===== config.mk =====
export PLATFORM = sky130hd
export DESIGN_NAME = prog_ram_flat
export DESIGN_NICKNAME = d
export VERILOG_FILES = /design/src/rtl/prog_ram_pkg.sv /design/src/rtl/prog_ram_if.sv /design/src/rtl/prog_ram_loader.sv /design/src/rtl/prog_ram.sv /design/src/flat_wrapper.sv
export SDC_FILE = /design/constraint.sdc
export NUM_CORES = 1
export LEC_CHECK = 0
export CELL_PAD_IN_SITES_DETAIL_PLACEMENT = 0
export CELL_PAD_IN_SITES_GLOBAL_PLACEMENT = 1
export CORE_MARGIN = 2
export CORE_UTILIZATION = 51
export CTS_CLUSTER_DIAMETER = 80
export DETAILED_ROUTE_END_ITERATION = 12
export PLACE_DENSITY = 0.95
export SLEW_MARGIN = 10
export SYNTH_ARGS = -nofsm -noshare
export SYNTH_HDL_FRONTEND = slang
export SYNTH_HIERARCHICAL = 1
export SYNTH_SLANG_ARGS = --single-unit

===== constraint.sdc =====
create_clock -name clk -period 12.65 [get_ports clk]
set_clock_uncertainty 0.2 [all_clocks]
set_input_delay 2.53 -clock clk [delete_from_list [all_inputs] [get_ports clk]]
set_output_delay 2.53 -clock clk [all_outputs]
set_load 0.02 [all_outputs]

===== src/rtl/prog_ram_pkg.sv =====
// Shared types and default geometry for the program RAM and its loader.
// Optional checksum feature is enabled by defining PROG_RAM_CHECKSUM_EN.
package prog_ram_pkg;

    localparam int DATA_W_DEF = 8;
    localparam int ADDR_W_DEF = 4;

    typedef enum logic [1:0] {
        ST_IDLE = 2'd0,
        ST_LOAD = 2'd1,
        ST_DONE = 2'd2
    } prog_state_t;

endpackage


===== src/rtl/prog_ram_if.sv =====
// Program-load stream interface: control, valid/ready data stream and status.
// prog_sum exists only when PROG_RAM_CHECKSUM_EN is defined.
interface prog_ram_if
    import prog_ram_pkg::*;
#(
    parameter int DATA_W = DATA_W_DEF,
    parameter int ADDR_W = ADDR_W_DEF
);
    logic              prog_mode;
    logic              prog_start;
    logic [ADDR_W-1:0] prog_base;
    logic [ADDR_W-1:0] prog_len;
    logic              prog_valid;
    logic [DATA_W-1:0] prog_data;
    logic              prog_ready;
    logic              prog_busy;
    logic              prog_done;
`ifdef PROG_RAM_CHECKSUM_EN
    logic [DATA_W-1:0] prog_sum;
`endif

    modport master (
        output prog_mode, prog_start, prog_base, prog_len, prog_valid, prog_data,
`ifdef PROG_RAM_CHECKSUM_EN
        input  prog_sum,
`endif
        input  prog_ready, prog_busy, prog_done
    );

    modport slave (
        input  prog_mode, prog_start, prog_base, prog_len, prog_valid, prog_data,
`ifdef PROG_RAM_CHECKSUM_EN
        output prog_sum,
`endif
        output prog_ready, prog_busy, prog_done
    );

endinterface


===== src/rtl/prog_ram_loader.sv =====
// Auto-incrementing program-load FSM driving the RAM write port from a valid/ready stream.
// Running checksum of loaded words is present when PROG_RAM_CHECKSUM_EN is defined.
//
// state   | meaning
// --------+----------------------------------------------------------
// ST_IDLE | waiting for prog_start while prog_mode=1
// ST_LOAD | ready asserted, each handshake writes mem[ptr] and advances
// ST_DONE | len words written, holds until prog_mode drops
module prog_loader
    import prog_ram_pkg::*;
#(
    parameter int DATA_W = DATA_W_DEF,
    parameter int ADDR_W = ADDR_W_DEF
) (
    input  logic              clk,
    input  logic              rst,
    prog_ram_if.slave         pif,
    output logic              ld_we_o,
    output logic [ADDR_W-1:0] ld_addr_o,
    output logic [DATA_W-1:0] ld_data_o
);
    localparam int                CNT_W   = ADDR_W + 1;
    localparam logic [CNT_W-1:0]  DEPTH_C = CNT_W'(1 << ADDR_W);

    prog_state_t       state_q;
    logic [ADDR_W-1:0] ptr_q;
    logic [CNT_W-1:0]  cnt_q;
    logic [CNT_W-1:0]  len_q;
    logic              ready_q;
    logic              busy_q;
    logic              done_q;
    logic              hs;
`ifdef PROG_RAM_CHECKSUM_EN
    logic [DATA_W-1:0] sum_q;
`endif

    // Gating with prog_mode keeps a loader write from ever meeting a CPU write.
    assign hs = (state_q == ST_LOAD) && pif.prog_mode && pif.prog_valid && ready_q;

    assign ld_we_o        = hs;
    assign ld_addr_o      = ptr_q;
    assign ld_data_o      = pif.prog_data;
    assign pif.prog_ready = ready_q;
    assign pif.prog_busy  = busy_q;
    assign pif.prog_done  = done_q;
`ifdef PROG_RAM_CHECKSUM_EN
    assign pif.prog_sum   = sum_q;
`endif

    always_ff @(posedge clk or posedge rst) begin
        if (rst) begin
            state_q <= ST_IDLE;
            ptr_q   <= '0;
            cnt_q   <= '0;
            len_q   <= '0;
            ready_q <= 1'b0;
            busy_q  <= 1'b0;
            done_q  <= 1'b0;
`ifdef PROG_RAM_CHECKSUM_EN
            sum_q   <= '0;
`endif
        end else begin
            case (state_q)
                ST_IDLE: begin
                    if (pif.prog_mode && pif.prog_start) begin
                        state_q <= ST_LOAD;
                        ptr_q   <= pif.prog_base;
                        cnt_q   <= '0;
                        len_q   <= (pif.prog_len == '0) ? DEPTH_C : CNT_W'(pif.prog_len);
                        ready_q <= 1'b1;
                        busy_q  <= 1'b1;
                        done_q  <= 1'b0;
`ifdef PROG_RAM_CHECKSUM_EN
                        sum_q   <= '0;
`endif
                    end
                end
                ST_LOAD: begin
                    if (!pif.prog_mode) begin
                        state_q <= ST_IDLE;
                        ready_q <= 1'b0;
                        busy_q  <= 1'b0;
                    end else if (hs) begin
                        ptr_q <= ptr_q + 1'b1;
                        cnt_q <= cnt_q + 1'b1;
`ifdef PROG_RAM_CHECKSUM_EN
                        sum_q <= sum_q + pif.prog_data;
`endif
                        if (cnt_q == len_q - CNT_W'(1)) begin
                            state_q <= ST_DONE;
                            ready_q <= 1'b0;
                            busy_q  <= 1'b0;
                            done_q  <= 1'b1;
                        end
                    end
                end
                ST_DONE: begin
                    if (!pif.prog_mode) begin
                        state_q <= ST_IDLE;
                        done_q  <= 1'b0;
                    end
                end
                default: begin
                    state_q <= ST_IDLE;
                    ready_q <= 1'b0;
                    busy_q  <= 1'b0;
                    done_q  <= 1'b0;
                end
            endcase
        end
    end

endmodule


===== src/rtl/prog_ram.sv =====
// DEPTH x DATA_W RAM with a CPU read/write port and a streaming program-load port.
// Define PROG_RAM_CHECKSUM_EN to expose the loader checksum on pif.prog_sum.
module prog_ram
    import prog_ram_pkg::*;
#(
    parameter int DATA_W = DATA_W_DEF,
    parameter int ADDR_W = ADDR_W_DEF
) (
    input  logic              clk,
    input  logic              rst,
    prog_ram_if.slave         pif,
    input  logic              w_en_i,
    input  logic [ADDR_W-1:0] address_i,
    input  logic [DATA_W-1:0] w_data_i,
    output logic [DATA_W-1:0] r_data_o
);
    localparam int DEPTH = 1 << ADDR_W;

    logic [DATA_W-1:0] mem_q [DEPTH];
    logic              ld_we;
    logic [ADDR_W-1:0] ld_addr;
    logic [DATA_W-1:0] ld_data;
    logic              cpu_we;

    prog_loader #(
        .DATA_W (DATA_W),
        .ADDR_W (ADDR_W)
    ) u_loader (
        .clk       (clk),
        .rst       (rst),
        .pif       (pif),
        .ld_we_o   (ld_we),
        .ld_addr_o (ld_addr),
        .ld_data_o (ld_data)
    );

    assign cpu_we = w_en_i && !pif.prog_mode;

    always_ff @(posedge clk or posedge rst) begin
        if (rst) begin
            for (int i = 0; i < DEPTH; i++) begin
                mem_q[i] <= '0;
            end
        end else if (ld_we) begin
            mem_q[ld_addr] <= ld_data;
        end else if (cpu_we) begin
            mem_q[address_i] <= w_data_i;
        end
    end

    assign r_data_o = mem_q[address_i];

endmodule


===== src/flat_wrapper.sv =====
// flat-port wrapper written by rule: the top's interface ports become plain ports
module prog_ram_flat import prog_ram_pkg::*;
#(
    parameter int DATA_W = DATA_W_DEF,
    parameter int ADDR_W = ADDR_W_DEF
)
  (clk, rst, w_en_i, address_i, w_data_i, r_data_o, pif_prog_mode, pif_prog_start, pif_prog_base, pif_prog_len, pif_prog_valid, pif_prog_data, pif_prog_ready, pif_prog_busy, pif_prog_done);
  prog_ram_if #(.DATA_W(DATA_W), .ADDR_W(ADDR_W)) pif_i ();
  input  logic clk;
  input  logic rst;
  input  logic w_en_i;
  input  logic [ADDR_W-1:0] address_i;
  input  logic [DATA_W-1:0] w_data_i;
  output logic [DATA_W-1:0] r_data_o;
  input wire logic [$bits(pif_i.prog_mode)-1:0] pif_prog_mode;
  input wire logic [$bits(pif_i.prog_start)-1:0] pif_prog_start;
  input wire logic [$bits(pif_i.prog_base)-1:0] pif_prog_base;
  input wire logic [$bits(pif_i.prog_len)-1:0] pif_prog_len;
  input wire logic [$bits(pif_i.prog_valid)-1:0] pif_prog_valid;
  input wire logic [$bits(pif_i.prog_data)-1:0] pif_prog_data;
  output wire logic [$bits(pif_i.prog_ready)-1:0] pif_prog_ready;
  output wire logic [$bits(pif_i.prog_busy)-1:0] pif_prog_busy;
  output wire logic [$bits(pif_i.prog_done)-1:0] pif_prog_done;
  assign pif_i.prog_mode = pif_prog_mode;
  assign pif_i.prog_start = pif_prog_start;
  assign pif_i.prog_base = pif_prog_base;
  assign pif_i.prog_len = pif_prog_len;
  assign pif_i.prog_valid = pif_prog_valid;
  assign pif_i.prog_data = pif_prog_data;
  assign pif_prog_ready = pif_i.prog_ready;
  assign pif_prog_busy = pif_i.prog_busy;
  assign pif_prog_done = pif_i.prog_done;
  prog_ram #(.DATA_W(DATA_W), .ADDR_W(ADDR_W)) u_core (.clk(clk), .rst(rst), .pif(pif_i), .w_en_i(w_en_i), .address_i(address_i), .w_data_i(w_data_i), .r_data_o(r_data_o));
endmodule

# Word-level counts from Yosys, hierarchy flattened
# Index checks and enable logic that the tools add are counted.
# classes
n_addsub	3
magnitude_cmp	4
eq_ne	10
muxes	37
bitwise_logic	3
reduce_logical	17
# op_table
op	count
bitwise mux 128 bit	2
2-to-1 mux 128 bit	2
demux 8 bit (select 4 bit)	2
binary-select mux 8 bit (select 4 bit)	1
2-to-1 mux 8 bit	4
2-to-1 mux 5 bit	4
2-to-1 mux 4 bit	3
AND reduction 4 bit	3
>= comparator 5 bit (second input constant)	2
less-than comparator 5 x 1 -> 1 bit (second input constant)	2
2-to-1 mux 2 bit	5
NOT 4 -> 5 bit	2
one-hot mux 5 bit (2 select lines)	1
2-to-1 mux 1 bit	9
one-hot mux 4 bit (2 select lines)	1
logical AND 1 bit	7
!= test 2 bit (second input constant)	3
!= test 3 x 2 -> 1 bit (second input constant)	2
one-hot mux 1 bit (3 select lines)	2
one-hot mux 2 bit (3 select lines)	1
adder 5 x 1 -> 5 bit (second input constant)	1
equality test 5 bit	1
AND reduction 5 bit	1
subtractor 5 x 1 -> 5 bit (second input constant)	1
other kinds (10)	12
# word_totals
register_bits	146
in_bits	34
output_inout_bits	11
word_cells	96

# Logic depth before layout (Yosys ltp)
# depth
depth_word	8
ltp_mapped	9
mapped_depth_nobuf	6

# By module
# Netlist, hierarchy kept.
# by_module_without_submodules
module	instances	cells_per_inst	area_per_inst_um2	seq_area_each_um2
prog_ram	1	716	6947.9	3203.1
prog_loader	1	120	1112.3	450.4

# Worst setup path before layout
# Ideal clock, no wire load.
# synth_timing
kind	input port to output port
start	input address_i[0]
end	output r_data_o[0]
t_arrival_ns	3.822
t_required_ns	9.920
setup_slack_ns	6.098
cell_stages	5
n_path_buf	2
cell_sequence	buf_4 -> buf_2 -> mux4_2 -> a22oi_1 -> nand2_1
# synth_via
elab_chain_cells	4
# synth_lines
element	line_no	rtl
start, declared	flat_wrapper.sv:12	input logic [ADDR_W-1:0] address_i;
NOT 4 -> 5 bit (implied by the code)	prog_ram.sv:51	assign r_data_o = mem_q[address_i];
binary-select mux 8 bit (select 4 bit)	prog_ram.sv:51	
2-to-1 mux 8 bit (implied by the code) (2 in a row)	prog_ram.sv:51	
end, declared	flat_wrapper.sv:14	output logic [DATA_W-1:0] r_data_o;
# No other way between the ends. The select of a mux whose other input is x is not followed.

# Final worst setup path
# layout_timing
start	input address_i[3]
end	output r_data_o[1]
# The elaborated chain is that of the path after synthesis.

==> results.yml <==
place:
  dp.cells: 1006
  placed_area_um2: 8410
  gp_routability_congestion: 0.864
  dp_hpwl_mm: 14.1
  port_buffers: 44
synth:
  synth-seq-area-share_pct: 45.3
  async_flop_share_pct: 100
  synth_xor_area_share_pct: 0.978
  synth-simple-area-share_pct: 12.3
  avgSynthCellArea_um2: 9.64
  synth_edf_count: 0
  synth_mux_area_share_pct: 10.3
  ys_seq_elements: 146
  synth_compound_area_share_pct: 23.8
  syn_nets: 873
  synth.cell_area_um2: 8060
  syn_inst: 836
  yosys_warnings: 6
  synth_ff_type: "dfrtp_1"
  ys_types: 55
  synth_top_family_by_area: "compound AO/OA/AOI/OAI gates"
  synth_fa_ha_area_share_pct: 0.466
timing:
  rsz0062_at_grt: "no"
  report.final.slew_viol_count: 0
  hold_slack_ns: 0.280
  setup_viol: 0
  setup_tns_ns: 0
  period_share_pct: 62.6
  hold_violations: 0
  worst_pin_slew_ns: 1.23
  max_freq_mhz: 126
  min_period_ns: 7.92
  maxSlewHeadroom_pct: 17.9
cells_and_area:
  seq_area_um2: 3650
  fin_area_um2: 8960
  n_antenna_cell: 0
  syn_to_final_growth_pct: 11.2
  nets: 851
  multiInputGateArea_um2: 3890
  drive_gt1_share_pct: 12.7
  fill_cells: 1276
  final_cells: 1037
clocking:
  cts_resized: 0
  holdBufCountCts: 0
  cts_setup_buffers: 0
  path_clk_slew_ns: 0.06
  numCtsBuffers: 17
  cts.sinks: 146
  worstSkewPairLatency_ns: 0.42
  cts-root-buf: "clkbuf_16"
  clock_tree.buffer_depth: 2
  htreeDepth: 4
  cts_tree: "yes"
min_path:
  hp-class: "reg -> reg"
worst_setup_path:
  critical_path.max_stage_delay_ns: 0.98
  cpMaxStageDelayCell: "nor2b_1"
  crit_buf_inv: 2
  reg2reg_slack_ns: 9.45
  end_kind: "output port"
  arrival_ns: 5.19
  path_cells: "clkdlybuf4s50_1 > nor2b_1 > a22oi_1 > nand2_1 > clkdlybuf4s50_1"
  worstPathMaxFanout: 16
  critPathKind: "in -> out"
  crit_top_cell: "clkdlybuf4s50_1"
  crit_path_start_kind: "input pin"
  cp_top_family: "buffers and inverters"
  required_ns: 9.92
grt:
  met3_usage_pct: 8.41
  grt_pass1_wl_mm: 36.7
  antenna_found_initial: 0
  met2_usage_pct: 44.1
  busiest_layer: "met2"
  grt_overflow: 0
  grt_pass1_vias: 6913
  grtUsageTotal_pct: 28.7
  use_met1_pct: 37.3
  grt_max_degree: 94
floorplanning:
  die_h_um: 130
  start_util_pct: 52.6
  core_um2: 15300
  fp.dieArea_um2: 16800
  die_x_um: 130
  io_pins: 45
  num_rows: 45
routing:
  vias_per_cell: 6.73
  detail-route-antenna-nets: 0
  dr_total_vias: 6982
  drt_iter0_markers: 1178
  first_pass_iters: 8
  wirelength_mm: 23.0
  drt-wirelength-per-cell_um: 22.2
  drc: 0
run_status:
  status: "completed"
power_and_ir_drop:
  vdd_drop_max_mv: 0.114
  leakage_uw: 0.00368
  powerDensity_nw_per_um2: 205
flow_run:
  drv_cap: 0
==> metal layers <==
metal  vias to the layer above  routed length (µm)  share of wire, %
met1                      3394                8950                39
met4                         0                 780               3.4
met2                       477               10800                47
li1                       3028                   -                 -
met3                        83                2480                11
met5                         -                   0                 0
==> worst paths after layout <==
| path | start | endpoint | cells after the start |
|---|---|---|---|
| setup / recovery | address_i[3] | r_data_o[1] | 5 |
| hold / removal | u_core/mem_q[105] | u_core/mem_q[105] | 2 |
| setup reg to reg | u_core/u_loader/state_q[0] | u_core/mem_q[36] | 7 |
| hold reg to reg | u_core/mem_q[105] | u_core/mem_q[105] | 2 |
| max in group asynchronous | rst | u_core/mem_q[71] | 3 |
| min in group asynchronous | rst | u_core/mem_q[51] | 2 |
==> synth_stat cells, types with 2 or more instances <==
cell type | n | area share [%]
a32o_1 | 4 | 0.50
a21oi_1 | 54 | 3.4
and3b_1 | 3 | 0.33
a22oi_1 | 16 | 1.5
o21a_1 | 6 | 0.56
and2_1 | 5 | 0.39
nand3_1 | 7 | 0.43
a31oi_1 | 108 | 8.4
a32oi_2 | 4 | 0.81
xnor2_1 | 8 | 0.87
o22a_1 | 6 | 0.65
buf_1 | 4 | 0.19
o21ai_1 | 6 | 0.37
nand4_1 | 4 | 0.31
dfrtp_1 | 146 | 45
o21ai_0 | 77 | 4.8
buf_4 | 20 | 1.9
inv_1 | 9 | 0.42
mux4_2 | 32 | 8.9
ha_1 | 3 | 0.47
nor2_1 | 55 | 2.6
o211ai_1 | 2 | 0.19
clkbuf_1 | 47 | 2.2
mux2i_1 | 11 | 1.4
buf_2 | 32 | 2.0
o22ai_1 | 4 | 0.31
and3_1 | 2 | 0.16
nor3_1 | 4 | 0.25
a32oi_1 | 11 | 1.2
nor2b_1 | 15 | 1.2
nand2_1 | 107 | 5.0
==> cell type report <==
class	count	share of cell area (%)
clock buffer	22	5.40
clock inverter	9	0.642
inverter	9	0.405
multi-input combinational	577	43.4
sequential	146	40.8
tap	211	2.95
timing repair buffer	63	6.49
==> tightest hold or removal path, delay by kind of cell (launching register included) <==
kind               cells  cell delay, ns
DFF                    1            0.34
AOI/OAI and AO/OA      1            0.06
and+or+nand+nor        1            0.05
==> sequential cells by signal, indices dropped and copies added (netlist names) <==
signal and count:
u_core/mem_q 128, u_core/u_loader/cnt_q 5, u_core/u_loader/len_q 5, u_core/u_loader/ld_addr_o 4
u_core/u_loader/state_q 2, u_core/u_loader/pif.prog_busy 1, u_core/u_loader/pif.prog_done 1
==> cells by family (layout without fill, tap and decap cells) <==
kind of cell	count (synthesis)	in the layout
compound gates	308	308
simple gates	214	214
flops	146	146
buf+inv	113	103
mux	43	43
xor+xnor	9	9
fa+ha+maj	3	3
==> where the power goes <==
| group | total, µW | switching (µW) | internal (µW) |
|---|---|---|---|
| registers | 805 | 139 | 666 |
| clock network | 466 | 197 | 269 |
| logic | 567 | 319 | 248 |
==> through the flow <==
step / power [µW] / setup WS (ns) / utilization, %
floorplan: 1170 / 6.10 / -
global placement: 1330 / 4.85 / 54.9
detailed placement: 1360 / 4.80 / 54.9
CTS: 1820 / 4.79 / 58.5
global route: 1930 / 4.66 / 58.5
finish: 1840 / 4.73 / 58.5
==> layout by cell type, fill, tap and decap left out, types with 7 or more instances in the layout <==
cell type / n
clkdlybuf4s50_1: 43
o21ai_0: 77
buf_4: 18
xnor2_1: 8
nand3_1: 7
inv_1: 8
a22oi_1: 16
mux2i_1: 11
a32oi_1: 11
mux4_2: 32
nand2_1: 107
dfrtp_1: 146
clkbuf_16: 17
a31oi_1: 108
nor2b_1: 10
nor2_1: 54
a21oi_1: 54
Power figures use the tool's default switching activity.
